==> config.mk <==
export PLATFORM = sky130hd
export DESIGN_NAME = fpu_issue
export DESIGN_NICKNAME = d
export VERILOG_FILES = /design/src/rtl/fpu_issue.sv
export SDC_FILE = /design/constraint.sdc
export NUM_CORES = 1
export LEC_CHECK = 0
export CAP_MARGIN = 20
export CORE_ASPECT_RATIO = 0.8
export CORE_MARGIN = 2
export CORE_UTILIZATION = 42
export CTS_BUF_LIST = sky130_fd_sc_hd__clkbuf_4 sky130_fd_sc_hd__clkbuf_8 sky130_fd_sc_hd__clkbuf_16
export DETAILED_ROUTE_END_ITERATION = 8
export HOLD_SLACK_MARGIN = 0.08
export PLACE_DENSITY_LB_ADDON = 0.12
export SYNTH_ARGS = -nofsm -noshare
export SYNTH_HDL_FRONTEND = slang
export SYNTH_SLANG_ARGS = --single-unit
==> constraint.sdc <==
create_clock -name clk -period 13.22 [get_ports clk]
set_input_delay 1.322 -clock clk [delete_from_list [all_inputs] [get_ports clk]]
set_output_delay 1.322 -clock clk [all_outputs]
set_load 0.005 [all_outputs]
==> src/rtl/fpu_issue.sv <==
// fpu_issue: issue/retire sequencer between decode and the multi-cycle FPU.
// Accepts one decoded float op, resolves the rounding mode, runs a req/ack
// exchange with the FPU while stalling decode, then returns the result and
// accrued fflags to writeback.
// Optional build macro: FPU_TIMEOUT_EN (aborts an op when the FPU never acks).
//
// FPU handshake: fpu_req is high for every ISSUE cycle and fpu_op/fpu_a/fpu_b/
// fpu_c/fpu_rm stay stable while it is high. The FPU answers with a one-cycle
// fpu_ack pulse carrying fpu_result/fpu_flags; the exchange completes in the
// cycle ack is sampled high with req high. An ack while req is low is ignored.
module fpu_issue #(
  parameter int TIMEOUT_CYCLES = 64
) (
  input  logic        clk,
  input  logic        rst,
  input  logic        dec_valid,
  input  logic [4:0]  dec_ALUsel,
  input  logic [2:0]  dec_rm,
  input  logic [4:0]  dec_rd,
  input  logic        dec_rsW_float,
  input  logic        dec_csrW_en,
  input  logic [31:0] dec_opa,
  input  logic [31:0] dec_opb,
  input  logic [31:0] dec_opc,
  input  logic [2:0]  frm,
  input  logic [4:0]  fflags_in,
  output logic        stall,
  output logic        fpu_req,
  output logic [4:0]  fpu_op,
  output logic [31:0] fpu_a,
  output logic [31:0] fpu_b,
  output logic [31:0] fpu_c,
  output logic [2:0]  fpu_rm,
  input  logic        fpu_ack,
  input  logic [31:0] fpu_result,
  input  logic [4:0]  fpu_flags,
  output logic        wb_valid,
  output logic [4:0]  wb_rd,
  output logic        wb_float,
  output logic [31:0] wb_data,
  output logic        fflags_we,
  output logic [4:0]  fflags_wdata,
  output logic        fault,
  output logic        fault_cause,
  output logic [1:0]  dbg_state
);

  typedef enum logic [1:0] {
    S_IDLE  = 2'd0,
    S_ISSUE = 2'd1,
    S_WB    = 2'd2,
    S_FLT   = 2'd3
  } state_t;

  state_t      r_state;
  state_t      w_next;

  logic [4:0]  r_op;
  logic [31:0] r_a;
  logic [31:0] r_b;
  logic [31:0] r_c;
  logic [2:0]  r_rm;
  logic [4:0]  r_rd;
  logic        r_float;
  logic        r_csrw;
  logic        r_req;
  logic        r_wb_valid;
  logic [31:0] r_wb_data;
  logic        r_fflags_we;
  logic [4:0]  r_fflags_wdata;
  logic        r_fault;

  logic [2:0]  w_rm_res;
  logic        w_rm_chk;
  logic        w_rm_bad;
  logic        w_timeout;

  // Rounding-mode resolution: dynamic rm (111) takes fcsr.frm; only ops that
  // actually round check rm, for the rest dec_rm is a sub-op selector.
  always_comb begin
    w_rm_res = (dec_rm == 3'b111) ? frm : dec_rm;
    w_rm_chk = 1'b0;
    case (dec_ALUsel)
      5'b00000, 5'b00001, 5'b00010, 5'b00011,
      5'b01011, 5'b01100, 5'b01101,
      5'b10011, 5'b10101,
      5'b11001, 5'b11011, 5'b11101, 5'b11111: w_rm_chk = 1'b1;
      default:                                 w_rm_chk = 1'b0;
    endcase
    w_rm_bad = w_rm_chk && (w_rm_res >= 3'b101);
  end

`ifdef FPU_TIMEOUT_EN
  logic [7:0] r_tmo_cnt;
  logic       r_fault_cause;

  // Timeout counter: zero outside ISSUE, counts ISSUE cycles without ack.
  always_ff @(posedge clk or posedge rst) begin
    if (rst) begin
      r_tmo_cnt <= 8'd0;
    end else if (r_state != S_ISSUE) begin
      r_tmo_cnt <= 8'd0;
    end else if (!fpu_ack) begin
      r_tmo_cnt <= r_tmo_cnt + 8'd1;
    end
  end

  // Fires on the ISSUE cycle that would bring the count to TIMEOUT_CYCLES;
  // an ack in that same cycle wins.
  assign w_timeout   = (r_state == S_ISSUE) && !fpu_ack &&
                       ((r_tmo_cnt + 8'd1) == TIMEOUT_CYCLES[7:0]);
  assign fault_cause = r_fault_cause;
`else
  // Timeout logic is compiled out; the comparison is never true for a
  // legal parameter value and only keeps the parameter referenced.
  assign w_timeout   = (TIMEOUT_CYCLES < 0);
  assign fault_cause = 1'b0;
`endif

  // State register.
  always_ff @(posedge clk or posedge rst) begin
    if (rst) begin
      r_state <= S_IDLE;
    end else begin
      r_state <= w_next;
    end
  end

  // Next-state logic.
  always_comb begin
    w_next = r_state;
    case (r_state)
      S_IDLE: begin
        if (dec_valid) begin
          w_next = w_rm_bad ? S_FLT : S_ISSUE;
        end
      end
      S_ISSUE: begin
        if (fpu_ack) begin
          w_next = S_WB;
        end else if (w_timeout) begin
          w_next = S_FLT;
        end
      end
      S_WB:    w_next = S_IDLE;
      S_FLT:   w_next = S_IDLE;
      default: w_next = S_IDLE;
    endcase
  end

  // Operand capture, result capture and registered one-cycle pulses.
  always_ff @(posedge clk or posedge rst) begin
    if (rst) begin
      r_op           <= 5'd0;
      r_a            <= 32'd0;
      r_b            <= 32'd0;
      r_c            <= 32'd0;
      r_rm           <= 3'd0;
      r_rd           <= 5'd0;
      r_float        <= 1'b0;
      r_csrw         <= 1'b0;
      r_req          <= 1'b0;
      r_wb_valid     <= 1'b0;
      r_wb_data      <= 32'd0;
      r_fflags_we    <= 1'b0;
      r_fflags_wdata <= 5'd0;
      r_fault        <= 1'b0;
`ifdef FPU_TIMEOUT_EN
      r_fault_cause  <= 1'b0;
`endif
    end else begin
      r_req       <= (w_next == S_ISSUE);
      r_wb_valid  <= 1'b0;
      r_fflags_we <= 1'b0;
      r_fault     <= 1'b0;
      case (r_state)
        S_IDLE: begin
          if (dec_valid) begin
            r_op    <= dec_ALUsel;
            r_a     <= dec_opa;
            r_b     <= dec_opb;
            r_c     <= dec_opc;
            r_rm    <= w_rm_chk ? w_rm_res : 3'b000;
            r_rd    <= dec_rd;
            r_float <= dec_rsW_float;
            r_csrw  <= dec_csrW_en;
            if (w_rm_bad) begin
              r_fault       <= 1'b1;
`ifdef FPU_TIMEOUT_EN
              r_fault_cause <= 1'b0;
`endif
            end
          end
        end
        S_ISSUE: begin
          if (fpu_ack) begin
            r_wb_valid     <= 1'b1;
            r_wb_data      <= fpu_result;
            r_fflags_we    <= r_csrw;
            r_fflags_wdata <= fflags_in | fpu_flags;
          end else if (w_timeout) begin
            r_fault       <= 1'b1;
`ifdef FPU_TIMEOUT_EN
            r_fault_cause <= 1'b1;
`endif
          end
        end
        default: ;
      endcase
    end
  end

  assign stall        = ((r_state == S_IDLE) && dec_valid) || (r_state == S_ISSUE);
  assign fpu_req      = r_req;
  assign fpu_op       = r_op;
  assign fpu_a        = r_a;
  assign fpu_b        = r_b;
  assign fpu_c        = r_c;
  assign fpu_rm       = r_rm;
  assign wb_valid     = r_wb_valid;
  assign wb_rd        = r_rd;
  assign wb_float     = r_float;
  assign wb_data      = r_wb_data;
  assign fflags_we    = r_fflags_we;
  assign fflags_wdata = r_fflags_wdata;
  assign fault        = r_fault;
  assign dbg_state    = r_state;

endmodule

==> impl_metrics.env <==
export IMPL_cts_buffers_inserted=17
export IMPL_period_minus_slack_ns=3.872
export IMPL_peakVddDrop_mv=0.1183
export IMPL_rsz0062_at_grt="false"
export IMPL_wl_um=17020
export IMPL_cts_hold_buf=0
export IMPL_setup_violations=0
export IMPL_drcViolationCount=0
export IMPL_worstSetupPathType="primary input to primary output"
export IMPL_cts_buffer_depth=2
export IMPL_rows=38
export IMPL_end_kind="primary output"
export IMPL_startpoint_type="primary input"
export IMPL_report_final_hold_viol_count=0
export IMPL_reg2reg_to="fpu_a[26]"
export IMPL_cts_sinks=154
export IMPL_cts_tree="built"
export IMPL_cap_violations=0
export IMPL_skew_ns=0.004288
export IMPL_hold_path_class="register to register"
export IMPL_overflow=0
export IMPL_slew_headroom_pct=43.94
export IMPL_setup_tns_ns=0
export IMPL_drv_slew=0
export IMPL_instances_no_fill=1154
export IMPL_p_leak_nw=4.739
export IMPL_hold_end="fpu_op[2]"
export IMPL_ctsRootBufferMaster="clkbuf_16"
export IMPL_status="finished, final reports clean"
export IMPL_postSynthCellCount=657
export IMPL_clockPowerShare_pct=26.7
export IMPL_min_path_cells=2
export IMPL_tightestPinTransition_ns=0.8409
export IMPL_place_port_buffers=313
export IMPL_fp_dieH_um=109.7
export IMPL_clk_latency_ns=0.41
export IMPL_ys_types=24
export IMPL_ant_nets=0
export IMPL_die_x_um=136.2
export IMPL_cts_resized=0
export IMPL_die_area_um2=14950
export IMPL_ys_top_cells_by_area="dfrtp_1 66%, nand2_1 28%, buf_2 2.0%"
export IMPL_min_from="fpu_op[2]"
export IMPL_reg2regPathDepth=5
export IMPL_avgRoutedWirePerCell_um=14.75
export IMPL_ys_seq_elements=154
export IMPL_syn2layout_area_growth_pct=65.20
export IMPL_dpl_cell_count=1121
export IMPL_h_tree_depth=4
export IMPL_reg2reg_setup_slack_ns=11.30
export IMPL_fillers=1077
export IMPL_cts_setup_buffers=0
export IMPL_period_share_pct=29.29
export IMPL_vias=5201
export IMPL_fin_nets=1121
export IMPL_diodes=0
export IMPL_yosys_area_top_type_share_pct=65.64
export IMPL_viasPerCell=4.507
export IMPL_yosysWarnings=0
export IMPL_grtUsageTotal_pct=23.29
export IMPL_globalplace_congestion=0.7984
export IMPL_hpwl_um=11890
export IMPL_syn_avg_cell_area_um2=8.936
export IMPL_drtPass1Iterations=6
export IMPL_powerDensity_nw_per_um2=180.2
export IMPL_max_freq_ghz=0.2582
export IMPL_crit_path_max_fanout=3
export IMPL_first_iter_violations=298
export IMPL_yosys_area_top_type="dfrtp_1"
export IMPL_core_area_um2=13600
export IMPL_syn_cell_area_um2=5871
export IMPL_clkSlewWorstSetupHoldPaths_ns=0.06
export IMPL_p_comb_share_pct=33.6
export IMPL_grt_pass1_wl_um=26340
export IMPL_rr_startpoint="dbg_state[1]"
export IMPL_power_frac_seq_pct=39.7
export IMPL_p_int_w=0.001260
export IMPL_grt_max_degree=112
export IMPL_drive_above_1_share_pct=4.312
export IMPL_switching_share_pct=27.91
export IMPL_critPathRequiredTime_ns=11.90
export IMPL_grt_antenna_before_repair=0
export IMPL_netSwitchingPower_w=0.0004877
export IMPL_initial_core_util_pct=43.17
export IMPL_crit_arrival_ns=2.55
export IMPL_ios=315
export IMPL_grt_pass1_vias=5127
export IMPL_synth_nets=817
export IMPL_seq_area_frac_synth_pct=65.64
worst max-delay path, cell delays in order:
cell             delay, ns
clkdlybuf4s50_1       0.54
nor2_1                0.07
nor2_1                0.11
clkdlybuf4s50_1       0.52
synthesized netlist by cell type:
| cell | n |
|---|---|
| nand2_1 | 433 |
| dfrtp_1 | 154 |
| buf_2 | 23 |
| o21ai_0 | 9 |
| nor2_1 | 8 |
| clkbuf_1 | 6 |
| o211ai_1 | 4 |
| buf_6 | 3 |
| and2_1 | 2 |
| a21boi_0 | 1 |
| a2bb2oi_2 | 1 |
| a31oi_1 | 1 |
| buf_4 | 1 |
| conb_1 | 1 |
| inv_1 | 1 |
| inv_2 | 1 |
| mux2i_1 | 1 |
| nand2b_1 | 1 |
| nand3_1 | 1 |
| nor3_1 | 1 |
| o22ai_1 | 1 |
| o31a_1 | 1 |
| o31ai_1 | 1 |
| or2_1 | 1 |
worst max-delay path by stage:
stage / startpoint / to / slack [ns] / cells past startpoint
final: dec_valid / stall / 9.35 / 4
after floorplan: rst / dbg_state[0] / 7.75 / 1
after global routing: dec_valid / stall / 9.29 / 4
after CTS: dec_valid / stall / 9.35 / 4
after detailed placement: dec_valid / stall / 9.35 / 4
after global placement: dec_valid / stall / 9.35 / 4
metal layers:
metal  global-route usage, %  vias up  part of all wire (%)
met1                   26.92     2381                    39
met4                   9.896        0                   2.9
met2                   38.08      193                    48
li1                        -     2598                     -
met5                       0        -                     0
met3                   10.14       29                    10
flip-flops by register name (all words and copies together) (netlist names), 2 cells and up:
signal	flops
wb_data	32
fpu_op	5
fpu_c	32
dbg_state	2
fpu_a	32
fflags_wdata	5
wb_rd	5
fpu_b	32
fpu_rm	3
layout by cell type, fill, tap and decap left out, drive strengths merged:
cell type / instances
a21boi: 1
a2bb2oi: 1
a31oi: 1
and2: 2
buf: 5
bufinv: 1
clkbuf: 25
clkdlybuf4s50: 313
clkinv: 4
clkinvlp: 2
conb: 1
dfrtp: 154
inv: 2
mux2i: 1
nand2: 433
nand2b: 1
nand3: 1
nor2: 8
nor3: 1
o211ai: 4
o21ai: 9
o22ai: 1
o31a: 1
o31ai: 1
or2: 1
final cells by class:
class	count	area, µm²	share of cell area (%)
sequential	154	3854	39.74
clock buffer	25	510.5	5.264
multi-input combinational	468	1841	18.98
inverter	2	12.51	0.1290
clock inverter	7	65.06	0.6709
tap	180	225.2	2.322
timing repair buffer	318	3191	32.90
cell families after synthesis:
family | Yosys count | synth area share, %
other cells | 1 | 0.06388
flops | 154 | 65.64
simple gates | 447 | 28.79
buf+inv | 35 | 3.175
mux | 1 | 0.1705
compound gates | 19 | 2.153
power groups by stage:
stage               Sequential (W)  Combinational (W)  Clock (W)
detailed placement        0.000701           0.000592          0
global placement          0.000697           0.000586          0
global route              0.000713           0.000647   0.000503
floorplan                 0.000717           0.000166          0
CTS                       0.000695           0.000595   0.000477
finish                    0.000695           0.000587   0.000466
stage by stage:
step	cell area [µm²]	hold WS, ns	setup WS (ns)	power [W]	util (%)
floorplan	5871	0.4374	7.748	0.0008835	-
global placement	9095	0.4565	9.354	0.001282	66.88
detailed placement	9095	0.4610	9.353	0.001293	66.88
CTS	9671	0.4757	9.350	0.001767	71.12
global route	9698	0.4929	9.285	0.001863	71.32
finish	9698	0.4701	9.348	0.001748	71.32
Power figures use the tool's default switching activity.
